--- src/rtl/rr_pop_ctrl.sv ---
`default_nettype none
// ============================================================================
// Module   : rr_pop_ctrl
// Brief    : Round-robin pop controller draining four FIFOs into one push port.
//            Optional pop/valid protocol checker enabled by RR_POP_CTRL_CHECK_EN.
// Revision : 1.0 - initial release
// ============================================================================

module rr_pop_ctrl #(
  parameter int DW = 8
) (
  input  logic            clk,
  input  logic            reset,
  input  logic [3:0]      fifo_empty,
  input  logic [3:0]      valid_in,
  input  logic [4*DW-1:0] data_in,
  input  logic            pause_in,
  output logic [3:0]      pop,
  output logic [DW-1:0]   data_out,
  output logic            push_out,
  output logic [1:0]      src_out,
  output logic            error_out
);

  typedef enum logic [3:0] {
    ST_RESET  = 4'b0001,
    ST_ACTIVE = 4'b0010,
    ST_PAUSE  = 4'b0100,
    ST_ERROR  = 4'b1000
  } state_t;

  state_t          state_q, state_d;
  logic [1:0]      last_grant_q, last_grant_d;
  logic            pend_vld_q, pend_vld_d;
  logic [1:0]      pend_src_q, pend_src_d;
  logic            push_q, push_d;
  logic [DW-1:0]   data_q, data_d;
  logic [1:0]      src_q, src_d;

  logic            grant_vld;
  logic [1:0]      grant_idx;
  logic [1:0]      cand;
  logic            proto_err;
  logic            fwd;

  // Walk offsets from far to near so the index right after last_grant wins.
  always_comb begin
    grant_vld = 1'b0;
    grant_idx = 2'd0;
    cand      = 2'd0;
    for (int k = 3; k >= 0; k--) begin
      cand = last_grant_q + 2'(k) + 2'd1;
      if (!fifo_empty[cand]) begin
        grant_vld = 1'b1;
        grant_idx = cand;
      end
    end
  end

  always_comb begin
    pop = 4'b0000;
    if ((state_q == ST_ACTIVE) && !pause_in && grant_vld) begin
      pop = 4'b0001 << grant_idx;
    end
  end

`ifdef RR_POP_CTRL_CHECK_EN
  logic [3:0] expect_mask;
  logic       error_q, error_d;

  always_comb begin
    expect_mask = pend_vld_q ? (4'b0001 << pend_src_q) : 4'b0000;
    proto_err   = (|(valid_in & ~expect_mask)) | (pend_vld_q & ~valid_in[pend_src_q]);
    error_d     = error_q | proto_err;
  end

  always_ff @(posedge clk or negedge reset) begin
    if (!reset) begin
      error_q <= 1'b0;
    end else begin
      error_q <= error_d;
    end
  end

  assign error_out = error_q;
`else
  always_comb begin
    proto_err = 1'b0;
  end

  assign error_out = 1'b0;
`endif

  always_comb begin
    state_d = state_q;
    case (state_q)
      ST_RESET:  state_d = ST_ACTIVE;
      ST_ACTIVE: if (pause_in)  state_d = ST_PAUSE;
      ST_PAUSE:  if (!pause_in) state_d = ST_ACTIVE;
      ST_ERROR:  state_d = ST_ERROR;
      default:   state_d = ST_RESET;
    endcase
    if (proto_err) begin
      state_d = ST_ERROR;
    end
  end

  always_comb begin
    last_grant_d = last_grant_q;
    pend_vld_d   = 1'b0;
    pend_src_d   = pend_src_q;
    if (pop != 4'b0000) begin
      last_grant_d = grant_idx;
      pend_vld_d   = 1'b1;
      pend_src_d   = grant_idx;
    end
  end

  // In-flight words are forwarded in every state except on or after an error.
  always_comb begin
    fwd    = pend_vld_q && valid_in[pend_src_q] && !proto_err && (state_q != ST_ERROR);
    push_d = fwd;
    data_d = data_q;
    src_d  = src_q;
    if (fwd) begin
      data_d = data_in[pend_src_q*DW +: DW];
      src_d  = pend_src_q;
    end
  end

  always_ff @(posedge clk or negedge reset) begin
    if (!reset) begin
      state_q      <= ST_RESET;
      last_grant_q <= 2'd3;
      pend_vld_q   <= 1'b0;
      pend_src_q   <= 2'd0;
      push_q       <= 1'b0;
      data_q       <= '0;
      src_q        <= 2'd0;
    end else begin
      state_q      <= state_d;
      last_grant_q <= last_grant_d;
      pend_vld_q   <= pend_vld_d;
      pend_src_q   <= pend_src_d;
      push_q       <= push_d;
      data_q       <= data_d;
      src_q        <= src_d;
    end
  end

  assign push_out = push_q;
  assign data_out = data_q;
  assign src_out  = src_q;

endmodule

`default_nettype wire
--- config.mk ---
export PLATFORM = sky130hd
export DESIGN_NAME = rr_pop_ctrl
export DESIGN_NICKNAME = d
export VERILOG_FILES = /design/src/rtl/rr_pop_ctrl.sv
export SDC_FILE = /design/constraint.sdc
export NUM_CORES = 1
export LEC_CHECK = 0
export ABC_AREA = 0
export CORE_ASPECT_RATIO = 0.7
export CORE_MARGIN = 4
export CORE_UTILIZATION = 31
export CTS_CLUSTER_SIZE = 30
export DETAILED_ROUTE_END_ITERATION = 10
export GPL_TIMING_DRIVEN = 1
export PLACE_DENSITY = 0.68
export SLEW_MARGIN = 20
export SYNTH_ARGS = -nofsm -noshare
export SYNTH_HDL_FRONTEND = slang
export SYNTH_SLANG_ARGS = --single-unit
--- constraint.sdc ---
create_clock -name clk -period 2.6 [get_ports clk]
set_input_delay 0.39 -clock clk [delete_from_list [all_inputs] [get_ports clk]]
set_output_delay 0.39 -clock clk [all_outputs]
set_load 0.02 [all_outputs]
==> Implementation_results.wiki, run 1 <==
{| class="wikitable"
! Metric !! Value
|-
| Status || finished clean
|-
| Top library cells by usage in the layout, fill and taps aside || clkdlybuf4s50_1, dfrtp_1, mux2_2
|-
| Detailed-placement wirelength estimate || 2.43 mm
|-
| Met3 Usage GRT || 1.55%
|-
| Fin. Hold Viols || 0
|-
| Internal Dissipation || 1.13 mW
|-
| Num rows || 17
|-
| Area inside the core boundary || 0.00328 mm²
|-
| Cells after Synth || 81
|-
| Initial cell density of the core || 33.7%
|-
| First-pass GRT wire length || 5.04 mm
|-
| Fraction of the yosys area taken by sequential cells || roughly 46%
|-
| Initial antenna violation count || 0
|-
| Clock insertion delay at the later pin of the skew report || 260 ps
|-
| Max frequency || 404 MHz
|-
| Actual transition at the worst max-transition pin || just under 900 ps
|-
| Largest driver fanout on the critical path || 3
|-
| Max-Slew Margin vs Limit || 41.7%
|-
| Worst hold endpoint || data_out[1]
|-
| Iteration count of the initial detailed-routing pass || 4
|-
| Number of setup violations in the final report || 0
|-
| # H-tree levels || 1
|-
| Vias per std cell || 4.75
|-
| Final Wtd Congestion || a little under 0.7
|-
| CTS clk-pin slew, worst paths || 70 ps
|-
| Crit. End Element || primary output
|-
| Clk Tree Root Cell || clkbuf_8
|-
| Number of enable flip-flop cells after synthesis || 0
|-
| Number of violations of the max-capacitance limit || 0
|-
| Remaining DRCs || 0
|-
| R2r setup slk || 550 ps
|-
| Data required time at the worst endpoint || 2210 ps
|-
| Pin count of the biggest net entering global routing || 21
|-
| I/O Buffers || 57
|-
| Net switching power || 564 µW
|-
| Post-Route Utilization || 56.1%
|-
| Die width || ~79 µm
|-
| Share of the cycle needed by the critical path after routing || 95.3%
|-
| Share of synthesized registers carrying an async set or reset || 100%
|-
| Share of total power in the clock network || 13.9%
|-
| Number of synthesized register bits || 20
|-
| Met1 Usage GRT || 17.7%
|-
| Number of violations reported at the end of detailed-routing iteration 0 || 32
|-
| Library cells used by synthesis || 30
|-
| Tightest Hold Check Type || flop to flop
|-
| IO Pins || 59
|-
| Flop pwr share || 33.4%
|-
| Leakage component of the power || 0.780 nW
|-
| Proportion of layout cells with a drive suffix above 1 || 32.0%
|-
| Routed WL per cell || 15.0 µm
|-
| Clock Path Buffers || 2
|-
| Hold bufs inserted after CTS || 0
|-
| Antenna cell count || 0
|-
| Hold_sp || data_out[1]
|-
| Number of setup buffers added after CTS || 0
|-
| Reg2Reg Capture Point || pend_src_q[0]
|-
| Average instance area after synthesis || between 10 and 15 µm²
|-
| Vias in the first global route || 1,061
|-
| Post-layout total power || 1.69 mW
|-
| Num CTS Buffers || 3
|-
| Unrepaired setup endpoints after global routing || no
|-
| Area growth from synthesis to layout || 66.4%
|-
| Total GRT Usage || 13.8%
|-
| Comb pwr share || 52.7%
|-
| Most used flip-flop cell after synthesis || dfrtp_1
|-
| Global route hottest layer || met2
|-
| Power per unit of standard cell area || 921 mW/mm²
|-
| Highest-delay cell along the critical path || or4b_1
|-
| Post-DRT Antenna Nets || 0
|-
| Total nets after synthesis || 124
|-
| Switching part of the total power || 33.3%
|-
| Reg2reg path depth || 5
|-
| Worst Skew || 8.09 ps
|-
| Cells on Worst Hold Path || 1
|-
| Most common cell after layout, fill and taps aside || clkdlybuf4s50_1
|-
| Crit Reg-Reg Startpoint || state_q[0]
|-
| Height of the die || 57.9 µm
|-
| Highest ir drop seen on vdd || 0.455 mV
|-
| Count of yosys warnings during synthesis || 0
|-
| Worst path cell trace || or4b_1 -> a311o_1 -> nor3_2 -> nor2b_1 -> buf_2
|-
| Total congestion overflow after global routing || 0
|-
| Slowest stage delay, CP || approximately 570 ps
|-
| Startpoint type of the worst setup path || flop
|-
| Total count of max-transition violations in the final report || 0
|-
| Post-layout nets || 194
|-
| Clock tree from TritonCTS || built
|-
| GRT met2 Usage || 23.6%
|-
| Post-synth design cell area || approximately 0.0011 mm²
|-
| Total wire length || between 2 and 3 mm
|-
| Data arrival time of the critical path || around 2100 ps
|-
| Clock period minus worst slack || roughly 2500 ps
|-
| Total number of vias || 936
|-
| DIE AREA || around 0.0046 mm²
|-
| Critical path start-end classification || flop to primary output
|-
| CTS sink cnt || 20
|}
[synthesized netlist by cell type (all sizes together), types with 2 or more instances]
cell type  instances  area, µm²
nor2b              4       25.0
nor4b              2       17.5
inv                2       7.51
and2               2       12.5
dfstp              3       78.8
mux4               9        203
a21o               3       25.0
dfrtp             17        425
mux2              13        146
buf                3       17.5
nor3               2       15.0
nor2               4       15.0
o21ai              3       15.0
[layer usage]
metal / share of wire [%] / wire length (µm) / up-vias
li1: - / - / 441
met4: 2.6 / 77 / 0
met1: 41 / 1220 / 460
met5: 0 / 0 / -
met3: 2.7 / 80 / 8
met2: 54 / 1580 / 27
[state kept, by name, summed over array words and instances, names as in the netlist]
register	count
data_out	8
last_grant_q	2
pend_src_q	2
pend_vld_q	1
push_out	1
src_out	2
state_q	4
[how the worst max path moves through the flow]
stage,from,end,slack [ps],cells past startpoint
after floorplan,state_q[3],pop[2],310,4
after global placement,fifo_empty[1],pop[1],-220,7
after detailed placement,fifo_empty[3],pop[2],-200,6
after CTS,state_q[3],pop[2],6,5
after global routing,state_q[0],pop[2],30,5
final,state_q[0],pop[2],120,5
[final cells by class]
type                       count  area, µm²
sequential                    20        504
multi-input combinational     55        572
timing repair buffer          69        641
inverter                       2       7.51
fill                         299       1440
clock buffer                   4       55.1
tap                           47       58.8
[critical path: cells and delay by family, from the launching register on]
kind                   cells  cell delay, ps
AO/OA/AOI/OAI              1             390
buffers and inverters      1             170
flip-flops                 1             370
AND/OR/NAND/NOR            3             890
[stage by stage]
stage	TNS (ps)	setup slack, ps	hold slack, ps	cells	cell area, µm²
finish	0	123	512	197	1840
global placement	-700	-216	490	193	1800
global route	0	28.6	528	197	1840
CTS	0	5.70	518	197	1860
detailed placement	-661	-196	497	193	1800
floorplan	0	312	94.4	81	1100
[repair_timing]
action                     in CTS  in global routing
pin swaps                       1                  0
hold endpoints to repair        0                  0
resized for setup              11                  4
setup endpoints to repair       4                  4
[power groups by stage]
stage	logic [mW]	clock network [mW]	registers [mW]
CTS	0.915	0.244	0.570
global placement	0.889	0	0.563
floorplan	0.433	0	0.646
global route	0.967	0.256	0.589
finish	0.892	0.235	0.565
detailed placement	0.912	0	0.574
[cell families after synthesis]
kind of cell	count (synthesis)	share of synthesized area, %
muxes	22	31.6
buffers and inverters	6	2.60
AOI/OAI and AO/OA	12	7.70
xor gates and xnor gates	2	1.59
and+or+nand+nor	18	10.5
DFF	20	45.6
other	1	0.339
Note: power is estimated with default switching activity, not from simulation.
==> inputs of run 2 (changes only) <==
--- a/config.mk
+++ b/config.mk
@@ -5,14 +5,14 @@
 export SDC_FILE = /design/constraint.sdc
 export NUM_CORES = 1
 export LEC_CHECK = 0
-export ABC_AREA = 0
+export ABC_AREA = 1
 export CORE_ASPECT_RATIO = 0.7
 export CORE_MARGIN = 4
 export CORE_UTILIZATION = 31
 export CTS_CLUSTER_SIZE = 30
 export DETAILED_ROUTE_END_ITERATION = 10
 export GPL_TIMING_DRIVEN = 1
-export PLACE_DENSITY = 0.68
+export PLACE_DENSITY = 0.65
 export SLEW_MARGIN = 20
 export SYNTH_ARGS = -nofsm -noshare
 export SYNTH_HDL_FRONTEND = slang
==> constraint.sdc (replaced) <==
create_clock -name clk -period 2.65 [get_ports clk]
set_input_delay 0.3975 -clock clk [delete_from_list [all_inputs] [get_ports clk]]
set_output_delay 0.3975 -clock clk [all_outputs]
set_load 0.02 [all_outputs]
==> run 2 against run 1 <==
Against the previous run: worst hold slack got worse by 45 ps; die area up 17%; clock skew rose by 2.0 ps; synthesized cell count grew 140%; critical path type unchanged; cell area grew 8.8%.
==> Implementation_results.wiki, run 2 <==
{| class="wikitable"
! Metric !! Value
|-
| Status || finished clean
|-
| Crit. End Element || primary output
|-
| Tightest Hold Check Type || primary input to asynchronous set/reset pin
|-
| Highest ir drop seen on vdd || 0.472 mV (+3.8%)
|-
| Share of synthesized registers carrying an async set or reset || 100% (unchanged)
|-
| Clock insertion delay at the later pin of the skew report || 260 ps (about the same)
|-
| Number of violations of the max-capacitance limit || 0 (unchanged)
|-
| Synth Area in Simple Gates || 38.1% (+28 points)
|-
| Clk Tree Root Cell || clkbuf_8
|-
| # H-tree levels || 1 (unchanged)
|-
| Cells after Synth || 191 (+140%)
|-
| Max frequency || 410 MHz
|-
| Top library cells by usage in the layout, fill and taps aside || nand2_1, clkdlybuf4s50_1, nor2_1
|-
| Fraction of the mapped netlist area in adder cells || 0% (unchanged)
|-
| Total negative setup slack || 0 ps (unchanged)
|-
| Antenna cell count || 0 (unchanged)
|-
| Post-Route Utilization || 50.1% (-6.0 points)
|-
| Initial cell density of the core || 32.9% (-0.80 points)
|-
| Power per unit of standard cell area || 955 mW/mm² (+3.7%)
|-
| Data arrival time of the critical path || 2040 ps (-50 ps)
|-
| Largest driver fanout on the critical path || 8 (+5)
|-
| Fin. Hold Viols || 0 (unchanged)
|-
| Yosys top cell area share || 32.4% (-6.2 points)
|-
| Highest-delay cell along the critical path || dfstp_2
|-
| Total nets after synthesis || 234 (+89%)
|-
| Total GRT Usage || 13.8% (+0.018 points)
|-
| Final Wtd Congestion || 0.793 (+15%)
|-
| Total congestion overflow after global routing || 0 (unchanged)
|-
| Net switching power || 830 µW (+47%)
|-
| Dominant combinational cell family by area after synthesis || simple AND/OR/NAND/NOR gates
|-
| Largest area contributor in the synthesized netlist || dfrtp_1
|-
| Post-DRT Antenna Nets || 0 (unchanged)
|-
| Number of setup violations in the final report || 0 (unchanged)
|-
| Area growth from synthesis to layout || 52.0%
|-
| Clock period minus worst slack || between 2000 and 2500 ps
|-
| Internal Dissipation || 1.08 mW (-4.4%)
|-
| Most used flip-flop cell after synthesis || dfrtp_1
|-
| CTS sink cnt || 20 (unchanged)
|-
| Routed WL per cell || 11.7 µm (-22%)
|-
| Worst path cell trace || inv_8 -> nand2_2 -> nand3_1 -> nand2_1 -> inv_1 -> nand2_1 -> nand3_1 -> nand2_2 -> nand2_4 -> nor2_2 -> dlygate4sd2_1
|-
| Hold bufs inserted after CTS || 0 (unchanged)
|-
| Num CTS Buffers || 3 (unchanged)
|-
| I/O Buffers || 57 (unchanged)
|-
| Detailed-placement wirelength estimate || 2.80 mm (+15%)
|-
| Clock tree from TritonCTS || built
|-
| Flop pwr share || 28.9% (-4.5 points)
|-
| Area contributors post-synth || dfrtp_1, nand2_1, nor2_1
|-
| Proportion of synthesized area in mux cells || 0% (-32 points)
|-
| Number of synthesized register bits || 20 (unchanged)
|-
| Share of the cycle needed by the critical path after routing || 92.0%
|-
| Number of violations reported at the end of detailed-routing iteration 0 || 34 (+6.3%)
|-
| Total count of max-transition violations in the final report || 0 (unchanged)
|-
| Proportion of layout cells with a drive suffix above 1 || 14.9% (-17 points)
|-
| Initial antenna violation count || 0 (unchanged)
|-
| Count of yosys warnings during synthesis || 0 (unchanged)
|-
| Unrepaired setup endpoints after global routing || no
|-
| Num rows || 19 (+2)
|-
| Total wire length || 3.53 mm (+20%)
|-
| Total number of vias || 1,367 (+46%)
|-
| Flip-flop count of the largest register, all copies and words added || 8 (unchanged)
|-
| Startpoint type of the worst setup path || flop
|-
| Worst Skew || 10.1 ps (+1.99 ps)
|-
| Xor and xnor fraction of the mapped netlist area || 0% (-1.6 points)
|-
| Height of the die || 62.5 µm (+7.8%)
|-
| Area inside the core boundary || 0.00399 mm² (+22%)
|-
| First-pass GRT wire length || 6.02 mm (+20%)
|-
| Die width || 85.8 µm (+8.2%)
|-
| Average instance area after synthesis || 6.88 µm² (-50%)
|-
| Synth cell count leaders || nand2_1, nor2_1, dfrtp_1, o21ai_0, inv_1
|-
| Iteration count of the initial detailed-routing pass || 4 (unchanged)
|-
| IO Pins || 59 (unchanged)
|-
| Clock Path Buffers || 2 (unchanged)
|-
| Comb pwr share || 55.2% (+2.5 points)
|-
| Most common cell after layout, fill and taps aside || nand2_1
|-
| Leakage component of the power || 0.966 nW (+24%)
|-
| Post-synth design cell area || 0.00132 mm² (+19%)
|-
| Post-layout total power || 1.91 mW (+13%)
|-
| Hold slack final || 468 ps (-44.6 ps)
|-
| Critical path start-end classification || flop to primary output
|-
| Switching part of the total power || 43.5% (+10 points)
|-
| Post-synthesis compound-gate area fraction || 13.4% (+5.7 points)
|-
| Number of enable flip-flop cells after synthesis || 0 (unchanged)
|-
| Vias per std cell || 4.54 (-4.4%)
|-
| Share of total power in the clock network || 15.9% (+2.0 points)
|-
| Most frequent cell after synthesis || nand2_1
|-
| CTS clk-pin slew, worst paths || 80 ps (about the same)
|-
| Slowest stage delay, CP || 680 ps (+110 ps)
|-
| Pin count of the biggest net entering global routing || 21 (unchanged)
|-
| Library cells used by synthesis || 24 (-20%)
|-
| DIE AREA || 0.00536 mm² (+17%)
|-
| Fraction of the yosys area taken by sequential cells || 38.3% (-7.3 points)
|-
| Vias in the first global route || 1,309 (+23%)
|-
| Data required time at the worst endpoint || 2250 ps (+40 ps)
|-
| Post-layout nets || 293 (+51%)
|-
| Remaining DRCs || 0 (unchanged)
|}
[run 2: through the flow]
stage               cells  area, µm²  setup slack, ps
global placement      297       1930             54.6
CTS                   301       2000              178
finish                301       2000              211
floorplan             191       1320              794
global route          301       2000             7.89
detailed placement    297       1930             21.1
[run 2: worst max-delay path: cells and delay by family (launching register included)]
family / cells / cell delay, ps
buffers and inverters: 3 / 450
flip-flops: 1 / 680
AND/OR/NAND/NOR: 8 / 640
[run 2: power by group through the flow]
| stage | logic, mW | registers (mW) | clock network [mW] |
|---|---|---|---|
| after floorplan | 0.682 | 0.587 | 0 |
| after global placement | 1.06 | 0.554 | 0 |
| after detailed placement | 1.07 | 0.558 | 0 |
| after CTS | 1.07 | 0.555 | 0.316 |
| after global routing | 1.20 | 0.572 | 0.330 |
| final | 1.05 | 0.552 | 0.303 |
[run 2: cell families (layout without fill, tap and decap cells)]
logic type / Yosys count / after routing
flip-flops: 20 / 20
AO/OA/AOI/OAI: 33 / 33
buffers and inverters: 27 / 85
AND/OR/NAND/NOR: 110 / 110
other: 1 / 1
[run 2: worst paths after layout]
path	start	cells after the start	end	slack, ps
worst max-delay path	last_grant_q[0]	11	pop[3]	210
worst min-delay path	reset	2	data_out[5]	470
worst max register to register	last_grant_q[0]	8	pend_src_q[1]	1010
worst min register to register	data_out[5]	2	data_out[5]	490
max in group asynchronous	reset	2	last_grant_q[1]	1910
min in group clk	data_out[5]	2	data_out[5]	490
[run 2: layout make-up]
| cell class | count | area (µm²) |
|---|---|---|
| clock buffers | 3 | 41.3 |
| inverters | 20 | 82.6 |
| fillers | 417 | 1990 |
| repair buffers | 61 | 596 |
| flip-flops and latches | 20 | 504 |
| well taps | 52 | 65.1 |
| clock inverters | 1 | 30.0 |
| multi-input cells | 144 | 681 |
[run 2: routing by layer]
layer	vias to the layer above	track usage (%)	share of wire [%]
li1	718	-	-
met1	617	20.5	50
met2	29	19.8	44
met3	3	4.74	6.4
met4	0	1.19	0.20
met5	-	0	0
[run 2: what timing repair did]
item | in CTS | in global routing
hold endpoints to repair | 0 | 0
endpoints found under the setup margin | 4 | 0
buffers inserted | 0 | 0
resized for setup | 4 | 0
==> inputs of run 3 (changes only) <==
--- a/config.mk
+++ b/config.mk
@@ -6,6 +6,7 @@
 export NUM_CORES = 1
 export LEC_CHECK = 0
 export ABC_AREA = 1
+export CAP_MARGIN = 5
 export CORE_ASPECT_RATIO = 0.7
 export CORE_MARGIN = 4
 export CORE_UTILIZATION = 31
@@ -13,6 +14,7 @@
 export DETAILED_ROUTE_END_ITERATION = 10
 export GPL_TIMING_DRIVEN = 1
 export PLACE_DENSITY = 0.65
+export SKIP_CTS_REPAIR_TIMING = 1
 export SLEW_MARGIN = 20
 export SYNTH_ARGS = -nofsm -noshare
 export SYNTH_HDL_FRONTEND = slang
==> run 3 against run 2 <==
Against the previous run: highest routed layer unchanged; critical endpoint unchanged; worst hold slack improved by 5.0 ps; cell area increased by 0.75%; cell count unchanged; critical path type unchanged; via count unchanged.
==> Implementation_results.wiki, run 3 (synthesized netlist as in run 2, its figures left out) <==
{| class="wikitable"
! Metric !! Value
|-
| Top library cells by usage in the layout, fill and taps aside || nand2_1, clkdlybuf4s50_1, nor2_1
|-
| Worst path cell trace || inv_8 -> nand2_2 -> nand3_1 -> nand2_1 -> inv_1 -> nand2_1 -> nand3_1 -> nand2_2 -> nand2_4 -> nor2_2 -> dlymetal6s2s_1
|-
| Status || finished clean
|-
| Proportion of layout cells with a drive suffix above 1 || 14.9% (unchanged)
|-
| Area inside the core boundary || 0.00399 mm² (unchanged)
|-
| Num rows || 19 (unchanged)
|-
| Post-layout nets || 293 (unchanged)
|-
| Total GRT Usage || 13.8% (+0.027 points)
|-
| Clock tree from TritonCTS || built
|-
| Remaining DRCs || 0 (unchanged)
|-
| Tightest Hold Check Type || primary input to asynchronous set/reset pin
|-
| CTS sink cnt || 20 (unchanged)
|-
| Iteration count of the initial detailed-routing pass || 4 (unchanged)
|-
| Number of inserted filler cells in the final layout || 412 (-1.2%)
|-
| Total wire length || 3.55 mm (+0.31%)
|-
| Fin worst setup slack || 321 ps (+109 ps)
|-
| Fin cells || 301 (unchanged)
|-
| Post-layout total power || 1.91 mW (+0.17%)
|-
| Number of setup violations in the final report || 0 (unchanged)
|-
| DIE AREA || 0.00536 mm² (unchanged)
|-
| Highest ir drop seen on vdd || 0.472 mV (about the same)
|-
| # H-tree levels || 1 (unchanged)
|-
| Clock period minus worst slack || 2330 ps (-109 ps)
|-
| Clock Path Buffers || 2 (unchanged)
|-
| Highest-delay cell along the critical path || dfstp_2
|-
| Pin count of the biggest net entering global routing || 21 (unchanged)
|-
| Share of the cycle needed by the critical path after routing || 87.9% (-4.1 points)
|-
| Startpoint type of the worst setup path || flop
|-
| Height of the die || 62.5 µm (unchanged)
|-
| Pre-CTS setup slack || 21.1 ps (unchanged)
|-
| Number of violations reported at the end of detailed-routing iteration 0 || 25 (-26%)
|-
| Leakage component of the power || 1.02 nW (+5.7%)
|-
| Placed cell area || 0.00193 mm² (unchanged)
|-
| Critical path start-end classification || flop to primary output
|-
| IO Pins || 59 (unchanged)
|-
| Fin. Hold Viols || 0 (unchanged)
|-
| Total number of vias || 1,367 (unchanged)
|-
| Met1 Usage GRT || 20.6% (+0.080 points)
|-
| Cell count after placement || 297 (unchanged)
|-
| GRT met2 Usage || 19.8% (unchanged)
|-
| Num CTS Buffers || 3 (unchanged)
|-
| Data required time at the worst endpoint || 2250 ps (about the same)
|-
| Total count of max-transition violations in the final report || 0 (unchanged)
|-
| Global route hottest layer || met1
|-
| Design area || 0.00201 mm² (+0.75%)
|-
| Family with the most delay on the worst path || flip-flops
|-
| Power per unit of standard cell area || 950 mW/mm² (-0.58%)
|-
| Post-DRT Antenna Nets || 0 (unchanged)
|-
| Die width || 85.8 µm (unchanged)
|-
| Area growth from synthesis to layout || 53.2%
|-
| Detailed-placement wirelength estimate || 2.80 mm (unchanged)
|-
| Met3 Usage GRT || 4.74% (unchanged)
|-
| Flip-flop count of the largest register, all copies and words added || 8 (unchanged)
|-
| Worst Skew || 10.1 ps (+0.0528 ps)
|-
| Crit. End Element || primary output
|-
| CTS clk-pin slew, worst paths || 80 ps (about the same)
|-
| Post-Route Utilization || 50.4% (+0.38 points)
|-
| Most common cell after layout, fill and taps aside || nand2_1
|-
| Unrepaired setup endpoints after global routing || no
|-
| Slowest stage delay, CP || 690 ps (about the same)
|-
| Final Wtd Congestion || 0.793 (unchanged)
|-
| Clk Tree Root Cell || clkbuf_8
|-
| Vias per std cell || 4.54 (unchanged)
|-
| Initial antenna violation count || 0 (unchanged)
|-
| Clock insertion delay at the later pin of the skew report || 260 ps (about the same)
|-
| Data arrival time of the critical path || 1930 ps (-110 ps)
|-
| Vias in the first global route || 1,310 (+0.076%)
|-
| I/O Buffers || 57 (unchanged)
|-
| Max frequency || 429 MHz (+4.7%)
|-
| Number of violations of the max-capacitance limit || 0 (unchanged)
|-
| Buffering stage count on the worst path with inverters included || 3 (unchanged)
|-
| First-pass GRT wire length || 6.04 mm (+0.23%)
|-
| Antenna cell count || 0 (unchanged)
|-
| Routed WL per cell || 11.8 µm (+0.31%)
|-
| Total congestion overflow after global routing || 0 (unchanged)
|-
| Initial cell density of the core || 32.9% (unchanged)
|-
| Largest driver fanout on the critical path || 8 (unchanged)
|}
-- run 3: cell types whose count changed in the layout (fill, tap and decap cells not counted) --
cell            previous run  this run
dlygate4sd2_1              4         0
dlymetal6s2s_1             0         4
-- run 3: final timing paths --
path	slack, ps	startpoint	end	depth (start not counted)
max reg2reg	1020	last_grant_q[0]	pend_src_q[1]	8
min in group clk	490	data_out[5]	data_out[5]	2
max	320	last_grant_q[0]	pop[3]	11
min	470	reset	state_q[1]	2
min reg2reg	490	data_out[5]	data_out[5]	2
max in group asynchronous	1900	reset	last_grant_q[1]	2
-- run 3: layout make-up --
cell class / count / area, µm² / area share, %
inverter: 20 / 82.6 / 4.10
clock inverter: 1 / 30.0 / 1.49
clock buffer: 3 / 41.3 / 2.05
sequential: 20 / 504 / 25.0
tap: 52 / 65.1 / 3.23
multi-input combinational: 144 / 681 / 33.8
timing repair buffer: 61 / 611 / 30.3
-- run 3: routing by layer --
| layer | wire length, µm | part of all wire [%] |
|---|---|---|
| met1 | 1770 | 50 |
| met3 | 227 | 6.4 |
| met4 | 7 | 0.20 |
| met2 | 1540 | 44 |
| met5 | 0 | 0 |
-- run 3: power by group --
group          total [mW]  internal, mW  switching (mW)  leakage [nW]
registers           0.552         0.440           0.113         0.252
clock network       0.303         0.202           0.101        0.0357
logic                1.06         0.442           0.616         0.733
-- run 3: worst reg2reg max path, cell delays in order (launching register included) --
cell and delay [ps]:
dfstp_2 690, nand2_1 120, nand2_2 100, nand2_1 60, nor3_2 220, nor2_4 100
nand2_2 90, buf_4 100, nand2_1 40
-- run 3: per-stage QoR --
stage | hold WS, ps | TNS, ps
floorplan | 102 | 0
global placement | 463 | 0
detailed placement | 471 | 0
CTS | 468 | -318
global route | 483 | 0
finish | 473 | 0
==> variant 1: new RTL, flow settings as in run 2 <==
Build with the macro `RR_POP_CTRL_CHECK_EN` defined.
--- a/src/rtl/rr_pop_ctrl.sv
+++ b/src/rtl/rr_pop_ctrl.sv
@@ -7,2 +7,4 @@
 // ============================================================================
+
+`define RR_POP_CTRL_CHECK_EN
 
Check against the original RTL: not equivalent (Yosys sat finds a counterexample within 4 cycles, from zero or initial values and one cycle with reset low).
==> variant 1 against run 2 <==
Sequential cell count up 1; design area up 4.1%; worst setup slack worse by 0.025 ns; clock skew down 0.0068 ns; worst hold slack better by 0.0053 ns; critical path depth unchanged; wire length up 8.2%; synthesized area up 3.2%; first-iteration DRC count up 140%.
Power is not compared: it rests on default switching activity, and its combinational part moved more than twofold at a synthesized area within 25%.
==> variant 1: results (changes against run 2) <==
wire per inst=11.8 um (+0.55%); WL met3=198 um (-13%); hold slack final=0.473 ns (+0.00529 ns); register-to-register setup slack=0.68 ns (-0.33 ns); R2R Path Start=pend_src_q[1]; top post-synthesis cells by count=nand2_1 (94), nand3_1 (27), dfrtp_1 (18), inv_1 (18), nor2_1 (10); R2R Path End=data_out[5]; pre-CTS setup slack=-0.0674 ns (-0.0884 ns); Reg2Reg Depth=10 (+2); All-Layer GR Usage=14.4% (+0.64 points); Met2 Wirelength=1.73 mm (+12%); CP endpoint=pop[0]; maximum fanout along the worst path=8 (unchanged); syn nets=246 (+5.1%); RD Place Congestion=0.839 (+5.8%); Post-DP Area=2050 um2 (+6.1%); number of global-route vias before repair=1342 (+2.5%); routed vias=1457 (+6.6%); setup ws final=0.186 ns (-0.0250 ns); share of layout cells above drive strength 1=11.4% (-3.5 points); Yosys cell types=23 (-4.2%); pin count of the biggest net entering global routing=22 (+4.8%); Placed Instances=320 (+7.7%); Post-DP HPWL=3.18 mm (+14%); status=finished, final reports clean; Async S/R FF share, synth=100% (unchanged); global-route wire length before repair=6.42 mm (+6.5%); Mean Syn Cell Area=6.69 um2 (-2.9%); drt total wl=3.83 mm (+8.2%); skew final=0.00324 ns (-0.00684 ns); Worst-path clk slew=roughly 0.070 ns; Synth Area in XOR/XNOR=0% (unchanged); fraction of the yosys area taken by sequential cells=39.0% (+0.64 points); wl on met1=1.88 mm (+6.9%); Worst Path Arrival=2.07 ns (+0.03 ns); Compound-Gate Fraction of Synth Area=6.45% (-7.0 points); Iter 0 DRT Violations=80 (+140%); Area contributors post-synth=dfrtp_1 (33%), nand2_1 (26%), nand3_1 (10%), dfstp_2 (5.8%), inv_1 (5.0%)
## variant 1: cell types whose count changed after synthesis, sizes merged, moves of 2 or more
cell,before,now
a21oi,4,2
nand3,7,27
o22ai,9,0
o21ai,20,2
nor2,26,15
a22oi,0,8
nand2,73,95
## variant 1: cell families after synthesis
family | after synthesis
simple gates | 145
buf+inv | 24
flops | 21
compound gates | 13
## variant 1: worst max-delay path: cells and delay by family (launching register included)
| kind | cells | cell delay (ns) |
|---|---|---|
| and+or+nand+nor | 8 | 0.67 |
| buffers and inverters | 3 | 0.56 |
| DFF | 1 | 0.58 |
## variant 1: layer usage
layer,vias to the layer above,global-route usage (%)
met4,0,2.87
met2,34,21.1
met1,634,21.2
li1,787,-
met5,-,0
met3,2,3.78
## variant 1: final cells by class
type	instances	area, um2
fill	397	1980
multi-input combinational	158	717
timing repair buffer	70	654
sequential	21	529
inverter	19	71.3
tap	52	65.1
clock buffer	4	45.0
==> variant 2: new RTL, flow settings as in run 2 <==
Without the edit above. Re-encode `state_t` (4 states) as binary, 2 bits wide.
--- a/src/rtl/rr_pop_ctrl.sv
+++ b/src/rtl/rr_pop_ctrl.sv
@@ -24,7 +24,7 @@
 
-  typedef enum logic [3:0] {
-    ST_RESET  = 4'b0001,
-    ST_ACTIVE = 4'b0010,
-    ST_PAUSE  = 4'b0100,
-    ST_ERROR  = 4'b1000
+  typedef enum logic [1:0] {
+    ST_RESET  = 2'd0,
+    ST_ACTIVE = 2'd1,
+    ST_PAUSE  = 2'd2,
+    ST_ERROR  = 2'd3
   } state_t;
Behaviour: no difference found for any inputs over 10 cycles, from zero or initial values and one cycle with reset low; not proved beyond that.
==> variant 2 against run 2 <==
Sequential share of layout area decreased by 1.1 points; combinational power grew 5%; wire length is 0.74% lower; worst setup slack improved by 0.0084 ns; design area fell by 5.9%; synthesized area is 7.7% lower; sequential cell count decreased by 2; power is 4.5% lower; critical path depth did not move; largest power group unchanged.
==> variant 2: results (changes against run 2) <==
skew final=0.00444 ns (-0.00564 ns); Static Leak=0.910 nW (-5.8%); met1 Use GR=21.9% (+1.3 points); Largest delay share family, worst path=simple AND/OR/NAND/NOR gates; P_clk=0.216 mW (-29%); top post-synthesis cells by count=nand2_1 (61), nor2_1 (19), o21ai_0 (19); Post-DP HPWL=2.76 mm (-1.3%); met2 usage=20.8% (+1.0 points); RD Place Congestion=0.951 (+20%); Post-DP Area=1830 um2 (-5.3%); routed vias=1278 (-6.5%); pin count of the biggest net entering global routing=20 (-4.8%); share of layout cells above drive strength 1=12.7% (-2.1 points); number of global-route vias before repair=1218 (-7.0%); Met2 Wirelength=1.39 mm (-10%); Placed Instances=282 (-5.1%); All-Layer GR Usage=14.6% (+0.80 points); global-route wire length before repair=5.58 mm (-7.4%); drt total wl=3.51 mm (-0.74%); FILL cells=375 (-10%); Mapped Cells=179 (-6.3%); worst vdd ir=0.381 mV (-19%); Vias/cell=4.47 (-1.6%); sequential power share=27.6% (-1.3 points); status=finished, final reports clean; power density over the cells=970 nW/um2 (+1.5%); fraction of the yosys area taken by sequential cells=37.3% (-1.0 points); Power Sequential=0.504 mW (-8.7%)
[variant 2: cell types whose count changed after synthesis, moves of 2 or more]
| cell | change |
|---|---|
| nand2_1 | +4 |
| nor2_1 | -4 |
| a21oi_1 | -3 |
| inv_1 | -3 |
| inv_2 | -3 |
| buf_2 | +2 |
| buf_4 | -2 |
| nand2_2 | -2 |
| nand2_4 | -2 |
| nand3_1 | +2 |
| nor3_1 | -2 |
| o21ai_0 | +2 |
[variant 2: area by class of cell]
type / instances / share of cell area (%)
clock buffers: 4 / 2.93
inverters: 15 / 3.39
multi-input cells: 138 / 34.6
flip-flops and latches: 18 / 24.1
well taps: 50 / 3.33
repair buffers: 61 / 31.7
[variant 2: final timing paths]
kind                            slack (ns)  cells past startpoint             to
worst max-delay path                  0.22                     11         pop[1]
worst min-delay path                  0.48                      2    data_out[4]
worst max register to register        0.96                      7    data_out[4]
worst min register to register        0.48                      2    data_out[4]
max in group asynchronous             1.55                      1  pend_src_q[1]
min in group asynchronous             0.61                      1     src_out[0]
